**src/rtl/sample_pkg.sv**
```systemverilog
// Shared definitions for the sequential restoring divider: FSM states and
// default operand widths.
package sample_pkg;

    localparam int NW_DEFAULT = 16;
    localparam int DW_DEFAULT = 8;

    typedef enum logic [1:0] {
        IDLE = 2'd0,
        BUSY = 2'd1,
        DONE = 2'd2
    } div_state_e;

endpackage

```
**src/rtl/sample_div_step.sv**
```systemverilog
// One restoring-division step: shift the partial remainder left, bring in one
// dividend bit, trial-subtract the divisor and keep the difference if it fits.
module sample_div_step
    import sample_pkg::*;
#(
    parameter int DW = DW_DEFAULT
) (
    input  logic [DW:0]   rem_in,
    input  logic          bit_in,
    input  logic [DW-1:0] divisor,
    output logic [DW:0]   rem_out,
    output logic          q_bit
);

    logic [DW:0] shifted_s;
    logic [DW:0] diff_s;
    logic        ge_s;

    // A set top bit means the shifted value overflowed DW+1 bits, so it is
    // certainly larger than any divisor and the wrapped difference is exact.
    always_comb begin
        shifted_s = {rem_in[DW-1:0], bit_in};
        diff_s    = shifted_s - {1'b0, divisor};
        ge_s      = rem_in[DW] | (shifted_s >= {1'b0, divisor});
        if (ge_s) begin
            rem_out = diff_s;
        end else begin
            rem_out = shifted_s;
        end
    end

    assign q_bit = ge_s;

endmodule

```
**src/rtl/sample_div.sv**
```systemverilog
// Sequential unsigned restoring divider with valid/ready handshakes on both
// sides; one quotient bit per cycle, results held until consumed.
module sample_div
    import sample_pkg::*;
#(
    parameter int NW = NW_DEFAULT,
    parameter int DW = DW_DEFAULT
) (
    input  logic          clk,
    input  logic          rst_n,
    input  logic          in_valid,
    output logic          in_ready,
    input  logic [NW-1:0] dividend,
    input  logic [DW-1:0] divisor,
    output logic          out_valid,
    input  logic          out_ready,
    output logic [NW-1:0] quotient,
    output logic [DW-1:0] remainder,
    output logic          div_by_zero
);

    localparam int            CW       = (NW > 1) ? $clog2(NW) : 1;
    localparam logic [CW-1:0] CNT_LOAD = CW'(NW - 1);

    div_state_e    state_r;
    logic [CW-1:0] cnt_r;
    logic [DW:0]   rem_r;
    logic [NW-1:0] dvd_r;
    logic [DW-1:0] dvs_r;

    logic [DW:0]   rem_next_s;
    logic          q_bit_s;
    logic [NW-1:0] quo_next_s;

    sample_div_step #(
        .DW (DW)
    ) u_step (
        .rem_in  (rem_r),
        .bit_in  (dvd_r[NW-1]),
        .divisor (dvs_r),
        .rem_out (rem_next_s),
        .q_bit   (q_bit_s)
    );

    // The dividend register doubles as the quotient shift register: dividend
    // bits leave at the top while quotient bits enter at the bottom.
    assign quo_next_s = {dvd_r[NW-2:0], q_bit_s};

    // Control FSM, step counter, operand/partial-remainder and output registers.
    always_ff @(posedge clk) begin
        if (!rst_n) begin
            state_r     <= IDLE;
            cnt_r       <= '0;
            rem_r       <= '0;
            dvd_r       <= '0;
            dvs_r       <= '0;
            in_ready    <= 1'b1;
            out_valid   <= 1'b0;
            quotient    <= '0;
            remainder   <= '0;
            div_by_zero <= 1'b0;
        end else begin
            case (state_r)
                IDLE: begin
                    if (in_valid && in_ready) begin
                        dvd_r    <= dividend;
                        dvs_r    <= divisor;
                        rem_r    <= '0;
                        in_ready <= 1'b0;
                        if (divisor == '0) begin
                            state_r     <= DONE;
                            out_valid   <= 1'b1;
                            quotient    <= '1;
                            remainder   <= dividend[DW-1:0];
                            div_by_zero <= 1'b1;
                        end else begin
                            state_r     <= BUSY;
                            cnt_r       <= CNT_LOAD;
                            div_by_zero <= 1'b0;
                        end
                    end
                end
                BUSY: begin
                    rem_r <= rem_next_s;
                    dvd_r <= quo_next_s;
                    if (cnt_r == '0) begin
                        state_r   <= DONE;
                        out_valid <= 1'b1;
                        quotient  <= quo_next_s;
                        remainder <= rem_next_s[DW-1:0];
                    end else begin
                        cnt_r <= cnt_r - CW'(1);
                    end
                end
                DONE: begin
                    if (out_ready) begin
                        state_r   <= IDLE;
                        out_valid <= 1'b0;
                        in_ready  <= 1'b1;
                    end
                end
                default: begin
                    state_r   <= IDLE;
                    out_valid <= 1'b0;
                    in_ready  <= 1'b1;
                end
            endcase
        end
    end

endmodule

```
**config.mk**
```make
export PLATFORM = sky130hd
export DESIGN_NAME = sample_div
export DESIGN_NICKNAME = d
export VERILOG_FILES = /design/src/rtl/sample_pkg.sv /design/src/rtl/sample_div_step.sv /design/src/rtl/sample_div.sv
export SDC_FILE = /design/constraint.sdc
export NUM_CORES = 1
export LEC_CHECK = 0
export CAP_MARGIN = 10
export CORE_ASPECT_RATIO = 1.75
export CORE_MARGIN = 1
export CORE_UTILIZATION = 40
export DETAILED_ROUTE_END_ITERATION = 12
export GPL_TIMING_DRIVEN = 0
export PLACE_DENSITY_LB_ADDON = 0.25
export SLEW_MARGIN = 25
export SYNTH_ARGS = -nofsm -noshare
export SYNTH_HDL_FRONTEND = slang
export SYNTH_SLANG_ARGS = --single-unit
```
**constraint.sdc**
```tcl
create_clock -name clk -period 2.55 [get_ports clk]
set_input_delay 0.3825 -clock clk [delete_from_list [all_inputs] [get_ports clk]]
set_output_delay 0.3825 -clock clk [all_outputs]
set_load 0.1 [all_outputs]
```
# Word level (Yosys, flattened, before mapping)
# Index checks and enable logic that the tools add are counted.
[op_classes]
n_addsub = 2
magnitude_cmp = 1
eq_ne = 8
mux = 31
n_bitwise = 2
n_reduce_logical = 12
[op_table]
columns = ["cell", "n"]
rows = [
  ["$mux 16", 4],
  ["$pmux 16 s2", 2],
  ["$mux 8", 3],
  ["$mux 9", 2],
  ["$pmux 9 s2", 1],
  ["$pmux 8 s2", 1],
  ["$mux 4", 3],
  ["$ne 2x2->1 const B", 6],
  ["$reduce_and 4->1", 3],
  ["$ge 9x8->1", 1],
  ["$sub 9x8->9", 1],
  ["$logic_not 8->1", 1],
  ["$mux 2", 4],
  ["$pmux 4 s2", 1],
  ["$mux 1", 7],
  ["$pmux 1 s3", 2],
  ["$pmux 2 s3", 1],
  ["$reduce_and 3->1", 2],
  ["$logic_not 4->1", 1],
  ["$reduce_and 2->1", 2],
  ["$sub 4x1->4 const B", 1],
  ["$eq 2x1->1 const B", 1],
  ["$eq 2x2->1 const B", 1],
  ["$logic_not 2->1", 1],
  ["other kinds (4)", 4],
]
[totals]
regBits = 66
output_inout_bits = 27
elab_cells = 66

# Longest topological paths before layout
# Gate-level depths: netlist of the first run.
[logic_depth]
depth_word = 5
depth_mapped = 9
depth_no_buf = 9

# Modules after synthesis
# From an unflattened synthesis of the first run, not the netlist that was laid out.
[unflattened]
cells_unflattened = 393
area_unflattened_um2 = 3261.9
[modules_own_cells]
columns = ["mod", "instances", "cells_per_inst", "area_per_inst_um2", "seq_area_each_um2"]
rows = [
  ["sample_div", 1, 318, 2733.9, 1321.3],
  ["sample_div_step", 1, 75, 528.0, 0.0],
]

# Least setup slack after synthesis of the first run
# OpenSTA, ideal clock, no wires.
[synth_path]
kind = "register to register"
start = "register in_ready"
end = "register remainder[4]"
setup_time_ps = 75
arrival_time_ps = 2156
setup_slack_ps = 319
path_stages_with_launch = 7
n_path_buf = 1
path_cell_list = "dfxtp_1 nand2_1 nor3_2 a22o_4 buf_4 o21ai_0 a31oi_2"
[synth_via]
elab_chain_len = 3
[synth_rtl]
columns = ["element", "line_no", "source"]
rows = [
  ["from (decl)", "sample_div.sv:12", "output logic in_ready,"],
  ["from (signal assigned)", "sample_div.sv:57", "in_ready <= 1'b1;"],
  ["from (signal assigned)", "sample_div.sv:69", "in_ready <= 1'b0;"],
  ["from (signal assigned)", "sample_div.sv:99", "in_ready <= 1'b1;"],
  ["$logic_and 1x1->1", "sample_div.sv:65", "if (in_valid && in_ready) begin"],
  ["$ne 2x2->1 (no source line)", "-", ""],
  ["$reduce_and 4->1 (no source line)", "-", ""],
  ["to (signal assigned)", "sample_div.sv:74", "remainder <= dividend[DW-1:0];"],
  ["to (signal assigned)", "sample_div.sv:90", "remainder <= rem_next_s[DW-1:0];"],
  ["to (decl)", "sample_div.sv:18", "output logic [DW-1:0] remainder,"],
]
# No other way between the ends.
# A chain may end at the register's enable or synchronous reset.

# Final worst setup path of the first run
[layout_path]
start = "register dvs_r[4]"
end = "register remainder[6]"
[layout_via]
elab_chain_len = 5
word_cells_on_any_way = 6
[layout_rtl]
columns = ["element", "line_no", "source"]
rows = [
  ["from (decl)", "sample_div.sv:29", "logic [DW-1:0] dvs_r;"],
  ["from (signal assigned)", "sample_div.sv:67", "dvs_r <= divisor;"],
  ["$ge 9x8->1", "sample_div_step.sv:24", "ge_s = rem_in[DW] | (shifted_s >= {1'b0, divisor});"],
  ["$or 1x1->1", "sample_div_step.sv:24", ""],
  ["$mux 9 (*)", "sample_div_step.sv:25", "if (ge_s) begin"],
  ["$mux 8 (*)", "sample_div.sv:86", "if (cnt_r == '0) begin"],
  ["$pmux 8 s2 (*)", "sample_div.sv:63", "case (state_r)"],
]
# Every way passes the cells marked *; elsewhere a longest branch is shown, timed or not. The select of a mux whose other input is x is not followed.

==> flow_summary.ini, run 1 <==
[worst_setup_path]
path_cells = inv_1 > ha_1 > nand2_2 > a211oi_4 > o211a_1 > nor2_2 > o31a_1 > a31oi_1
required_ps = 2810
crit_fanout = 6
critPathKind = reg -> reg
slowest_delay_ps = 400
cp_slowest_cell = ha_1
cp_data_arrival_time_ps = 2530
critical_path_buf_inv_count = 1
worstSetupStartpointType = register
critPathTopFamily = compound AO/OA/AOI/OAI gates
cp-end-kind = register

[sta]
layout_setup_ws_ps = 280
fin_skew_ps = 5.60
max_freq_ghz = 0.440
rsz0062_at_grt = false
setup_viol = 0
max_slew_margin_pct = 34.4
worst_pin_slew_ps = 980
period_share_pct = 89.0
whs_ps = 370
slew_violations = 0
hold_viol_final = 0
finalSetupTns_ps = 0
finalCriticalPeriod_ps = 2270

[layout]
final_cells = 535
drive_above_1_share_pct = 9.17
areaGrowthSynthToFinish_pct = 29.5
final_core_util_pct = 54.1
fin_nets = 481
stdcell_area_um2 = 4150
diodes = 0

[yosys]
synth.most_common_cell = nand2_1
netlist_top_cells_count = nand2_1 (75), dfxtp_1 (66), nor2_1 (27)
ys_top_cells_by_area = dfxtp_1 (41%), nand2_1 (8.8%), a21boi_0 (4.2%), o211a_1 (3.7%), a31oi_1 (3.5%)
syn_area_um2 = 3210
synth_edf_count = 0
ys_warn_count = 0
synth_cell_types = 51
ys_seq_area_share_pct = 41.2
syn_nets = 417
synthArstFlopShare_pct = 0
syn-mean-instance-area_um2 = 8.46
synthCells = 379
yosysTopAreaCell = dfxtp_1
yosysTopAreaCellShare_pct = 41.2
synth_seq_cells = 66
synthFlopType = dfxtp_1

[floorplanning]
dieArea_um2 = 8390
die_h_um = 120
start_util_pct = 41.8
die_w_um = 69.7
std_cell_rows = 42
num_io_pins = 55
core-area_um2 = 7670

[place]
place_area_um2 = 3850
dpl_worst_slack_ps = 48.3
place.gp.congestion = 0.825
dp_cells = 520
io_buffer_count = 53
place_hpwl_um = 6870

[drt]
vias = 2981
drt_iter0_drc = 146
wl_per_cell_um = 16.8
antenna_left = 0
dr.pass1.iters = 4
drc = 0
post_drt_via_cell_ratio = 5.57
routed_wl_um = 9010

[clock_network]
numCtsBuffers = 9
clockRootBuffer = clkbuf_16
path_clk_slew_ps = 50
clock_sinks = 66
clock_latency_ps = 330
cts_tree = built
cts_resized = 0
postCtsSetupRepairBufs = 0
h-tree-depth = 3
ctsLongestPathBuffers = 2
hold_buffers = 0

[power_and_ir_drop]
power_density_nw_per_um2 = 1130
ir_drop_uv = 514
leakagePower_nw = 1.69
power_mw = 4.70

[global_routing]
use_met1_pct = 22.9
grt_pass1_vias = 2972
use_met2_pct = 40.0
gr-usage-all-layers_pct = 22.2
antenna_found_initial = 0
grt_max_degree = 11
grt_first_pass_wirelength_um = 14300
busiest_layer = met2
gr-total-overflow = 0
use_met3_pct = 4.50

[hold_path]
min-delay-path-class = in -> reg

[job]
drv_cap = 0

[run_status]
status = finished, final reports clean
==> final timing paths <==
| path | from | endpoint | slack [ps] | cells after the start |
|---|---|---|---|---|
| setup / recovery | dvs_r[4] | remainder[6] | 280 | 8 |
| setup reg to reg | dvs_r[4] | remainder[6] | 280 | 8 |
| hold / removal | rst_n | dvd_r[15] | 370 | 3 |
| hold reg to reg | dvs_r[7] | dvs_r[7] | 470 | 2 |
==> worst reg2reg max path, stage by stage, from the launching register on <==
cell      delay (ps)
dfxtp_1          320
inv_1             70
ha_1             400
nand2_2          100
a211oi_4         320
o211a_1          350
nor2_2           120
o31a_1           350
a31oi_1          170
==> cell usage in the layout (no fill, tap or decap), drive strengths merged, types with 2 or more instances in the layout <==
cell type and count:
nand2 76, dfxtp 66, clkdlybuf4s50 53, clkbuf 30
nor2 28, o21ai 24, a21boi 22, a31oi 19
nand3 14, inv 13, o211a 12, a21oi 10
ha 9, nor3 8, a22oi 7, o221a 7
buf 7, o21a 5, nand2b 4, a211oi 4
o211ai 4, nor2b 3, a21o 3, nand4 2
nor3b 2, or4 2, xor2 2, a22o 2
==> layer usage <==
layer  wire length, µm  part of all wire (%)
met1              3460                    38
met2              4870                    54
met3               307                   3.4
met4               371                   4.1
met5                 0                     0
==> registers in the layout, indices dropped and copies added, names as in the netlist, 2 cells and up <==
signal	flops
cnt_r	4
dvd_r	16
dvs_r	8
quotient	16
rem_r	9
remainder	8
state_r	2
==> layout make-up <==
type	instances	area, µm²
fill	722	3520
timing repair buffer	53	531
multi-input combinational	276	1700
sequential	66	1320
inverter	13	48.8
buffer	24	135
clock inverter	2	35.0
tap	88	110
clock buffer	13	270
==> power by group <==
part           switching, mW  total, mW  internal [mW]
Combinational           1.44       2.13          0.692
Clock                  0.419       1.25          0.829
Sequential             0.118       1.32           1.20
Total                   1.98       4.70           2.72
==> cell families (layout without fill, tap and decap cells) <==
group	after synthesis	in the layout	synth area share [%]
simple gates	140	140	19.0
compound gates	124	124	29.3
flops	66	66	41.2
buf+inv	37	105	5.74
fa+ha+maj	10	10	4.14
xor+xnor	2	2	0.546
Note: power is estimated with default switching activity, not from simulation.
==> run 2: changes to the inputs <==
--- a/config.mk
+++ b/config.mk
@@ -9,6 +9,7 @@
 export CORE_ASPECT_RATIO = 1.75
 export CORE_MARGIN = 1
 export CORE_UTILIZATION = 40
+export CTS_CLUSTER_SIZE = 8
 export DETAILED_ROUTE_END_ITERATION = 12
 export GPL_TIMING_DRIVEN = 0
 export PLACE_DENSITY_LB_ADDON = 0.25
==> results of run 2 <==
No change in the layout: final DEF, timing and power equal those of run 1.
